`config.mk`:
```
export PLATFORM = sky130hd
export DESIGN_NAME = carry_look_ahead_adder_core_flat
export DESIGN_NICKNAME = d
export VERILOG_FILES = /design/src/rtl/carry_look_ahead_adder_core_if.sv /design/src/rtl/carry_look_ahead_adder_core.sv /design/src/flat_wrapper.sv
export SDC_FILE = /design/constraint.sdc
export NUM_CORES = 1
export LEC_CHECK = 0
export BUFFER_PORTS_ARGS = -buffer_cell sky130_fd_sc_hd__buf_2
export CORE_AREA = 2 2 39 41
export DETAILED_ROUTE_END_ITERATION = 10
export DIE_AREA = 0 0 41 43
export GPL_ROUTABILITY_DRIVEN = 0
export PLACE_DENSITY = 0.49
export SLEW_MARGIN = 10
export SYNTH_ARGS = -nofsm -noshare
export SYNTH_HDL_FRONTEND = slang
export SYNTH_SLANG_ARGS = --single-unit
```
`constraint.sdc`:
```
create_clock -name clk -period 0.9 [get_ports clk]
set_clock_uncertainty 0.15 [all_clocks]
set_input_delay 0.135 -clock clk [delete_from_list [all_inputs] [get_ports clk]]
set_output_delay 0.135 -clock clk [all_outputs]
set_load 0.005 [all_outputs]
```
`src/rtl/carry_look_ahead_adder_core_if.sv`:
```
// Operand/result bundle for carry_look_ahead_adder_core.
// V exists only when CLA_OVERFLOW_EN is defined.
interface carry_look_ahead_adder_core_if #(
    parameter int unsigned WIDTH = 4
);
    logic [WIDTH-1:0] A;
    logic [WIDTH-1:0] B;
    logic             Cin;
    logic [WIDTH-1:0] S;
    logic             Cout;
`ifdef CLA_OVERFLOW_EN
    logic             V;
`endif

    modport master (
        output A,
        output B,
        output Cin,
        input  S,
        input  Cout
`ifdef CLA_OVERFLOW_EN
        ,
        input  V
`endif
    );

    modport slave (
        input  A,
        input  B,
        input  Cin,
        output S,
        output Cout
`ifdef CLA_OVERFLOW_EN
        ,
        output V
`endif
    );
endinterface

```
`src/rtl/carry_look_ahead_adder_core.sv`:
```
// Two-level carry-lookahead adder (4-bit groups plus a group lookahead unit) with a registered sum.
// Define CLA_OVERFLOW_EN to add the registered signed-overflow output V.
module carry_look_ahead_adder_core #(
    parameter int unsigned WIDTH = 4
) (
    input  logic                         clk,
    input  logic                         rst_n,
    carry_look_ahead_adder_core_if.slave bus
);
    localparam int unsigned NG = WIDTH / 4;

    generate
        if ((WIDTH % 4) != 0 || WIDTH < 4 || WIDTH > 64) begin : g_bad_width
            $error("carry_look_ahead_adder_core: WIDTH must be a multiple of 4 in 4..64");
        end
    endgenerate

    logic [WIDTH-1:0] p;
    logic [WIDTH-1:0] g;
    logic [WIDTH-1:0] c;
    logic [NG-1:0]    gg;
    logic [NG-1:0]    gp;
    logic [NG:0]      gc;

    logic [WIDTH-1:0] s_d, s_q;
    logic             cout_d, cout_q;
`ifdef CLA_OVERFLOW_EN
    logic             v_d, v_q;
`endif

    always_comb begin
        p = bus.A ^ bus.B;
        g = bus.A & bus.B;
    end

    always_comb begin
        gg = '0;
        gp = '0;
        for (int unsigned j = 0; j < NG; j++) begin
            gp[j] = p[4*j+3] & p[4*j+2] & p[4*j+1] & p[4*j];
            gg[j] = g[4*j+3]
                  | (p[4*j+3] & g[4*j+2])
                  | (p[4*j+3] & p[4*j+2] & g[4*j+1])
                  | (p[4*j+3] & p[4*j+2] & p[4*j+1] & g[4*j]);
        end
    end

    // Each group carry is an independent sum of products over GG/GP/Cin;
    // the inner loops only build AND terms, so nothing chains group to group.
    always_comb begin
        logic term;
        logic acc;
        gc   = '0;
        term = 1'b0;
        acc  = 1'b0;
        for (int unsigned j = 0; j <= NG; j++) begin
            term = bus.Cin;
            for (int unsigned k = 0; k < j; k++) begin
                term = term & gp[k];
            end
            acc = term;
            for (int unsigned k = 0; k < j; k++) begin
                term = gg[k];
                for (int unsigned m = k + 1; m < j; m++) begin
                    term = term & gp[m];
                end
                acc = acc | term;
            end
            gc[j] = acc;
        end
    end

    always_comb begin
        logic [3:0] gp4;
        logic [3:0] gg4;
        logic       ci;
        c   = '0;
        gp4 = '0;
        gg4 = '0;
        ci  = 1'b0;
        for (int unsigned j = 0; j < NG; j++) begin
            gp4 = p[4*j +: 4];
            gg4 = g[4*j +: 4];
            ci  = gc[j];
            c[4*j]   = ci;
            c[4*j+1] = gg4[0] | (gp4[0] & ci);
            c[4*j+2] = gg4[1] | (gp4[1] & gg4[0]) | (gp4[1] & gp4[0] & ci);
            c[4*j+3] = gg4[2] | (gp4[2] & gg4[1]) | (gp4[2] & gp4[1] & gg4[0])
                     | (gp4[2] & gp4[1] & gp4[0] & ci);
        end
    end

    always_comb begin
        s_d    = p ^ c;
        cout_d = gc[NG];
`ifdef CLA_OVERFLOW_EN
        v_d    = c[WIDTH-1] ^ gc[NG];
`endif
    end

    always_ff @(posedge clk or negedge rst_n) begin
        if (!rst_n) begin
            s_q    <= '0;
            cout_q <= 1'b0;
`ifdef CLA_OVERFLOW_EN
            v_q    <= 1'b0;
`endif
        end else begin
            s_q    <= s_d;
            cout_q <= cout_d;
`ifdef CLA_OVERFLOW_EN
            v_q    <= v_d;
`endif
        end
    end

    assign bus.S    = s_q;
    assign bus.Cout = cout_q;
`ifdef CLA_OVERFLOW_EN
    assign bus.V    = v_q;
`endif
endmodule

```
`src/flat_wrapper.sv`:
```
// flat-port wrapper written by rule: the top's interface ports become plain ports
module carry_look_ahead_adder_core_flat 
#(
    parameter int unsigned WIDTH = 4
)
  (clk, rst_n, bus_A, bus_B, bus_Cin, bus_S, bus_Cout);
  carry_look_ahead_adder_core_if #(.WIDTH(WIDTH)) bus_i ();
  input  logic clk;
  input  logic rst_n;
  input wire logic [$bits(bus_i.A)-1:0] bus_A;
  input wire logic [$bits(bus_i.B)-1:0] bus_B;
  input wire logic [$bits(bus_i.Cin)-1:0] bus_Cin;
  output wire logic [$bits(bus_i.S)-1:0] bus_S;
  output wire logic [$bits(bus_i.Cout)-1:0] bus_Cout;
  assign bus_i.A = bus_A;
  assign bus_i.B = bus_B;
  assign bus_i.Cin = bus_Cin;
  assign bus_S = bus_i.S;
  assign bus_Cout = bus_i.Cout;
  carry_look_ahead_adder_core #(.WIDTH(WIDTH)) u_core (.clk(clk), .rst_n(rst_n), .bus(bus_i));
endmodule
```
==> results of run 1 <==
## registers in the layout (all words and copies together) (netlist names)
register         count
u_core.bus.Cout      1
u_core.bus.S         4
## stage by stage
stage / TNS, ns / std cells / hold slack, ns / setup WS (ns) / total power, mW
6_report: -0.843 / 63 / 0.0758 / -0.151 / 0.739
4_1_cts: -0.817 / 62 / 0.0719 / -0.145 / 0.746
2_1_floorplan: -0.634 / 22 / -0.311 / -0.226 / 0.367
3_3_place_gp: -1.72 / 57 / -0.198 / -0.401 / 0.468
5_1_grt: -1.13 / 63 / 0.0908 / -0.182 / 0.805
3_5_place_dp: -1.76 / 57 / -0.198 / -0.412 / 0.472
## worst max-delay path: stages
cell and delay [ns]:
buf_8 0.10, ha_4 0.22, a21o_1 0.17, a31o_1 0.23, xor2_1 0.16
## placed cells by master (no fill, tap or decap), drive strengths merged
cell / instances
a31o: 1
a21oi: 1
xor2: 1
xnor2: 2
inv: 4
buf: 20
dlygate4sd3: 1
dfrtp: 5
a21o: 3
clkbuf: 4
ha: 4
fa: 1
## where the power goes
part	total, mW	leakage, nW	internal, mW	switching (mW)
Sequential	0.272	0.0587	0.265	0.00771
Combinational	0.219	0.190	0.132	0.0873
Clock	0.247	0.0150	0.167	0.0806
Total	0.739	0.264	0.563	0.176
## routing by layer
metal | global-route usage | vias up | part of all wire
met4 | 0.0600 | 0 | 0
met5 | 0 | - | 0
met2 | 0.119 | 11 | 0.51
met3 | 0.0157 | 0 | 0.14
met1 | 0.0977 | 102 | 0.34
li1 | - | 123 | -
## cells by family after synthesis
kind of cell | Yosys count | share of synthesized area
AO/OA/AOI/OAI | 5 | 0.133
adder cells (fa/ha/maj) | 5 | 0.257
flip-flops | 5 | 0.459
buffers and inverters | 4 | 0.0550
XOR/XNOR | 3 | 0.0963
## path summary, 6_finish.rpt
kind / startpoint / end / slack, ns / depth (start not counted)
max in group asynchronous: rst_n / u_core.bus.S[2]$_DFF_PN0_ / 0.39 / 2
max: bus_B[0] / u_core.bus.S[3]$_DFF_PN0_ / -0.15 / 5
min in group asynchronous: rst_n / u_core.bus.Cout$_DFF_PN0_ / 0.09 / 2
min: bus_A[3] / u_core.bus.Cout$_DFF_PN0_ / 0.08 / 3
## layout make-up
class,instances,share of cell area
clock buffer,4,0.0521
inverter,4,0.0447
multi-input combinational,13,0.325
sequential,5,0.248
tap,16,0.0397
timing repair buffer,21,0.290
## repair_timing
item / CTS / global route
pin swaps: 2 / 3
setup buffers: 0 / 1
hold buffers: 1 / 0
setup endpoints to repair: 10 / 9
hold endpoints to repair: 5 / 0
resized for setup: 7 / 2
==> run_results.csv, run 1 <==
group,metric,value,unit
outcome,violations,"setup timing",
route,drtIter0Drc,0,
timing,worst_slack,-0.151,ns
cts,cts_tree,"done",
placement,numPortBuffers,15,
setup_path,start_kind,"input pin",
yosys,ys_top_cells_by_count,"5 x dfrtp_1, 4 x ha_1, 4 x inv_1",
grt,globalRouteOverflowTotal,0,
timing,min_period,1.05,ns
power,powerDensity,1470,nW/µm²
timing,hold_viol_final,0,
setup_path,path_max_fanout,2,
cts,clock_path_buffers,2,
cts,htree_levels,1,
grt,grt_pass1_vias,252,
yosys,yosysMostFrequentCell,"dfrtp_1",
yosys,syn_nets,38,
route,via_per_inst,3.75,
final_layout,design_area,504,µm²
route,wl_per_cell,7.79,µm
yosys,synth_edf_count,0,
yosys,ys_ff_latch,5,
final_layout,multi_input_area,164,µm²
yosys,ys_warn_count,0,
setup_path,cp.arrival,1.02,ns
setup_path,cp.required,0.87,ns
timing,period_share,1.17,
power,leakage,0.264,nW
grt,grt_pass1_wl,952,µm
yosys,async_flop_share,1.00,
cts,cts-root-buf,"clkbuf_4",
setup_path,endpoint_kind,"register",
power,ir_drop,0.439,mV
timing,worst_pin_slew,0.118,ns
final_layout,syn2layout_area_growth,84.9,%
placement,dpl_cell_area,433,µm²
yosys,synth_cells,22,
grt,antenna_found_initial,0,
timing,grt_setup_unrepaired,"true",
floorplanning,die_area,1760,µm²
route,drc,0,
outcome,status,"finished, violations left",
final_layout,n_antenna_cell,0,
timing,max_freq,951,MHz
yosys,synth_largest_type_area_fraction,0.459,
route,ant_nets,0,
cts,cts_sinks,5,
floorplanning,start_util,0.197,
yosys,yosysTopAreaCell,"dfrtp_1",
worst_hold_path,hold_class,"in2reg",
timing,slew_violations,0,
grt,track_usage,0.0806,
route,routed-via-count,236,
cts,path_clk_slew,0.04,ns
yosys,ys_seq_area_frac,0.459,
yosys,avgSynthCellArea,12.4,µm²
yosys,synth_area,273,µm²
floorplanning,core,1380,µm²
grt,grt_max_degree,6,
floorplanning,die_w,41,µm
floorplanning,ios,16,
setup_path,worstSetupPathType,"in2reg",
final_layout,fill_cells,137,
final_layout,register_area,125,µm²
run,drv_cap,0,
timing,slew_headroom,0.921,
final_layout,layout.nets,64,
final_layout,post-route-util,0.364,
floorplanning,std_cell_rows,14,
route,routed_wl,491,µm
yosys,netlist_top_cells_area,"dfrtp_1 46%, ha_1 18%, a21o_1 8.3%",
route,dr.pass1.iters,1,
yosys,ys.flop_type,"dfrtp_1",
floorplanning,die_h,43,µm
final_layout,layout-drive-gt1-share,0.638,
timing,setup-violations-final,9,
yosys,yosysUniqueCellTypes,9,
cts,cts_buffers,3,
Power figures use the tool's default switching activity.
==> run 2, diff against run 1 <==
--- a/config.mk
+++ b/config.mk
@@ -7,10 +7,11 @@
 export LEC_CHECK = 0
 export BUFFER_PORTS_ARGS = -buffer_cell sky130_fd_sc_hd__buf_2
 export CORE_AREA = 2 2 39 41
+export CTS_CLUSTER_DIAMETER = 50
 export DETAILED_ROUTE_END_ITERATION = 10
 export DIE_AREA = 0 0 41 43
-export GPL_ROUTABILITY_DRIVEN = 0
 export PLACE_DENSITY = 0.49
+export RECOVER_POWER = 25
 export SLEW_MARGIN = 10
 export SYNTH_ARGS = -nofsm -noshare
 export SYNTH_HDL_FRONTEND = slang
==> run 2 against run 1 <==
The flow still finishes with violations (setup timing). Clock power about the same. Combinational power about the same. Core utilization down 0.090 points. Non-clock buffer count unchanged. Fmax unchanged. Routed wire length down 0.41%. Clock-buffer cell count unchanged. Critical endpoint unchanged. Largest power group unchanged.
==> run_results.csv, run 2 (synthesized netlist as in run 1, its figures left out) <==
group,metric,value,unit
final_layout,layout-drive-gt1-share,0.617,
final_layout,design_area,503,µm²
power,intPower,0.562,mW
power,leakage,0.261,nW
timing,setup-violations-final,9,
power,combPwrFrac,0.296,
route,drc,0,
route,routed_wl,489,µm
worst_hold_path,whs_path_depth,3,
outcome,violations,"setup timing",
setup_path,start_kind,"input pin",
cts,cts_buffers,3,
setup_path,path_max_fanout,2,
timing,worst_slack,-0.151,ns
power,netSwitchingFraction,0.238,
route,met3_length,69,µm
floorplanning,die_area,1760,µm²
run,drv_cap,0,
cts,cts-root-buf,"clkbuf_4",
grt,grt_pass1_vias,252,
setup_path,cp.required,0.87,ns
power,powerDensity,1470,nW/µm²
final_layout,layout_commonest_cell,"buf_2",
timing,slew_headroom,0.834,
grt,track_usage,0.0806,
route,ant_nets,0,
placement,gp_congestion,0.592,
setup_path,worstSetupPathType,"in2reg",
timing,slew_violations,0,
route,highest_layer,"met3",
worst_hold_path,hold_class,"in2reg",
route,wl_per_cell,7.76,µm
cts,cts_tree,"done",
cts,clock_path_buffers,2,
setup_path,critical-path-max-stage-delay,0.23,ns
outcome,status,"finished, violations left",
route,dr.pass1.iters,1,
grt,globalRouteOverflowTotal,0,
timing,worst_pin_slew,0.249,ns
setup_path,crit_start,"bus_B[0]",
setup_path,worstSetupPathDepth,5,
placement,numPortBuffers,15,
setup_path,endpoint_kind,"register",
power,p_sw,0.176,mW
setup_path,crit_family,"compound AO/OA/AOI/OAI gates",
timing,whs,0.0758,ns
grt,grt_max_degree,6,
route,met2_length,251,µm
final_layout,largest_reg_flops,4,
final_layout,layout_common_cells,"12 x buf_2, 5 x dfrtp_1, 4 x buf_4",
setup_path,worst_path_max_delay_cell,"a31o_1",
final_layout,n_antenna_cell,0,
cts,htree_levels,1,
floorplanning,start_util,0.197,
floorplanning,ios,16,
final_layout,layout.nets,64,
power,p_seq_frac,0.369,
power,pwr-share-clk,0.335,
timing,hold_viol_final,0,
grt,grt_pass1_wl,952,µm
power,power,0.738,mW
worst_hold_path,hp-start,"bus_A[3]",
final_layout,fill_cells,136,
floorplanning,core,1380,µm²
timing,max_freq,951,MHz
final_layout,syn2layout_area_growth,84.4,%
timing,grt_setup_unrepaired,"true",
cts,path_clk_slew,0.04,ns
floorplanning,die_w,41,µm
route,via_per_inst,3.75,
power,ir_drop,0.438,mV
placement,dpl_cell_area,433,µm²
timing,tns,-0.843,ns
route,routed-via-count,236,
setup_path,cp_num_buf_inv,1,
grt,antenna_found_initial,0,
floorplanning,die_h,43,µm
setup_path,cp.arrival,1.02,ns
timing,min_period,1.05,ns
setup_path,path_cells,"buf_8 -> ha_4 -> a21o_1 -> a31o_1 -> xor2_1",
floorplanning,std_cell_rows,14,
cts,cts_sinks,5,
timing,period_share,1.17,
route,drt-met1-wl,168,µm
route,drtIter0Drc,0,
[run 2: cell types whose count changed in the layout (fill, tap and decap cells not counted)]
| cell | before | now |
|---|---|---|
| buf_2 | 13 | 12 |
| clkbuf_1 | 1 | 2 |
[run 2: area by class of cell]
| type | count | area (µm²) | share of cell area |
|---|---|---|---|
| clock buffers | 4 | 26.3 | 0.0522 |
| inverters | 4 | 22.5 | 0.0448 |
| multi-input cells | 13 | 164 | 0.326 |
| flip-flops and latches | 5 | 125 | 0.249 |
| well taps | 16 | 20.0 | 0.0398 |
| repair buffers | 21 | 145 | 0.289 |
[run 2: final timing paths]
check / endpoint / slack [ns]
setup / recovery: u_core.bus.S[3]$_DFF_PN0_ / -0.15
hold / removal: u_core.bus.Cout$_DFF_PN0_ / 0.08
max in group asynchronous: u_core.bus.S[2]$_DFF_PN0_ / 0.28
min in group asynchronous: u_core.bus.Cout$_DFF_PN0_ / 0.12
[run 2: what timing repair did]
item,4_1_cts,5_1_grt
setup buffers,0,1
endpoints found under the hold margin,5,0
resized for setup,7,2
endpoints found under the setup margin,10,9
pin swaps,2,3
hold buffers,1,0
[run 2: tightest hold or removal path: stages]
cell and delay, ns:
buf_2 0.08, ha_1 0.14, a21o_1 0.08
[run 2: per-stage QoR]
step	util	setup WS, ns	instances
finish	0.363	-0.151	63
global route	0.363	-0.182	63
CTS	0.356	-0.145	62
detailed placement	0.313	-0.412	57
global placement	0.313	-0.401	57
floorplan	-	-0.226	22
[run 2: layer usage]
metal,vias to the layer above,GRT usage
met5,-,0
met4,0,0.0600
met3,0,0.0157
met2,11,0.119
met1,102,0.0977
li1,123,-
[run 2: power groups by stage]
stage	Clock [mW]	Combinational, mW	Sequential (mW)
final	0.247	0.218	0.272
after global routing	0.273	0.257	0.274
after CTS	0.262	0.211	0.273
after detailed placement	0	0.196	0.277
after global placement	0	0.193	0.275
after floorplan	0	0.0828	0.284
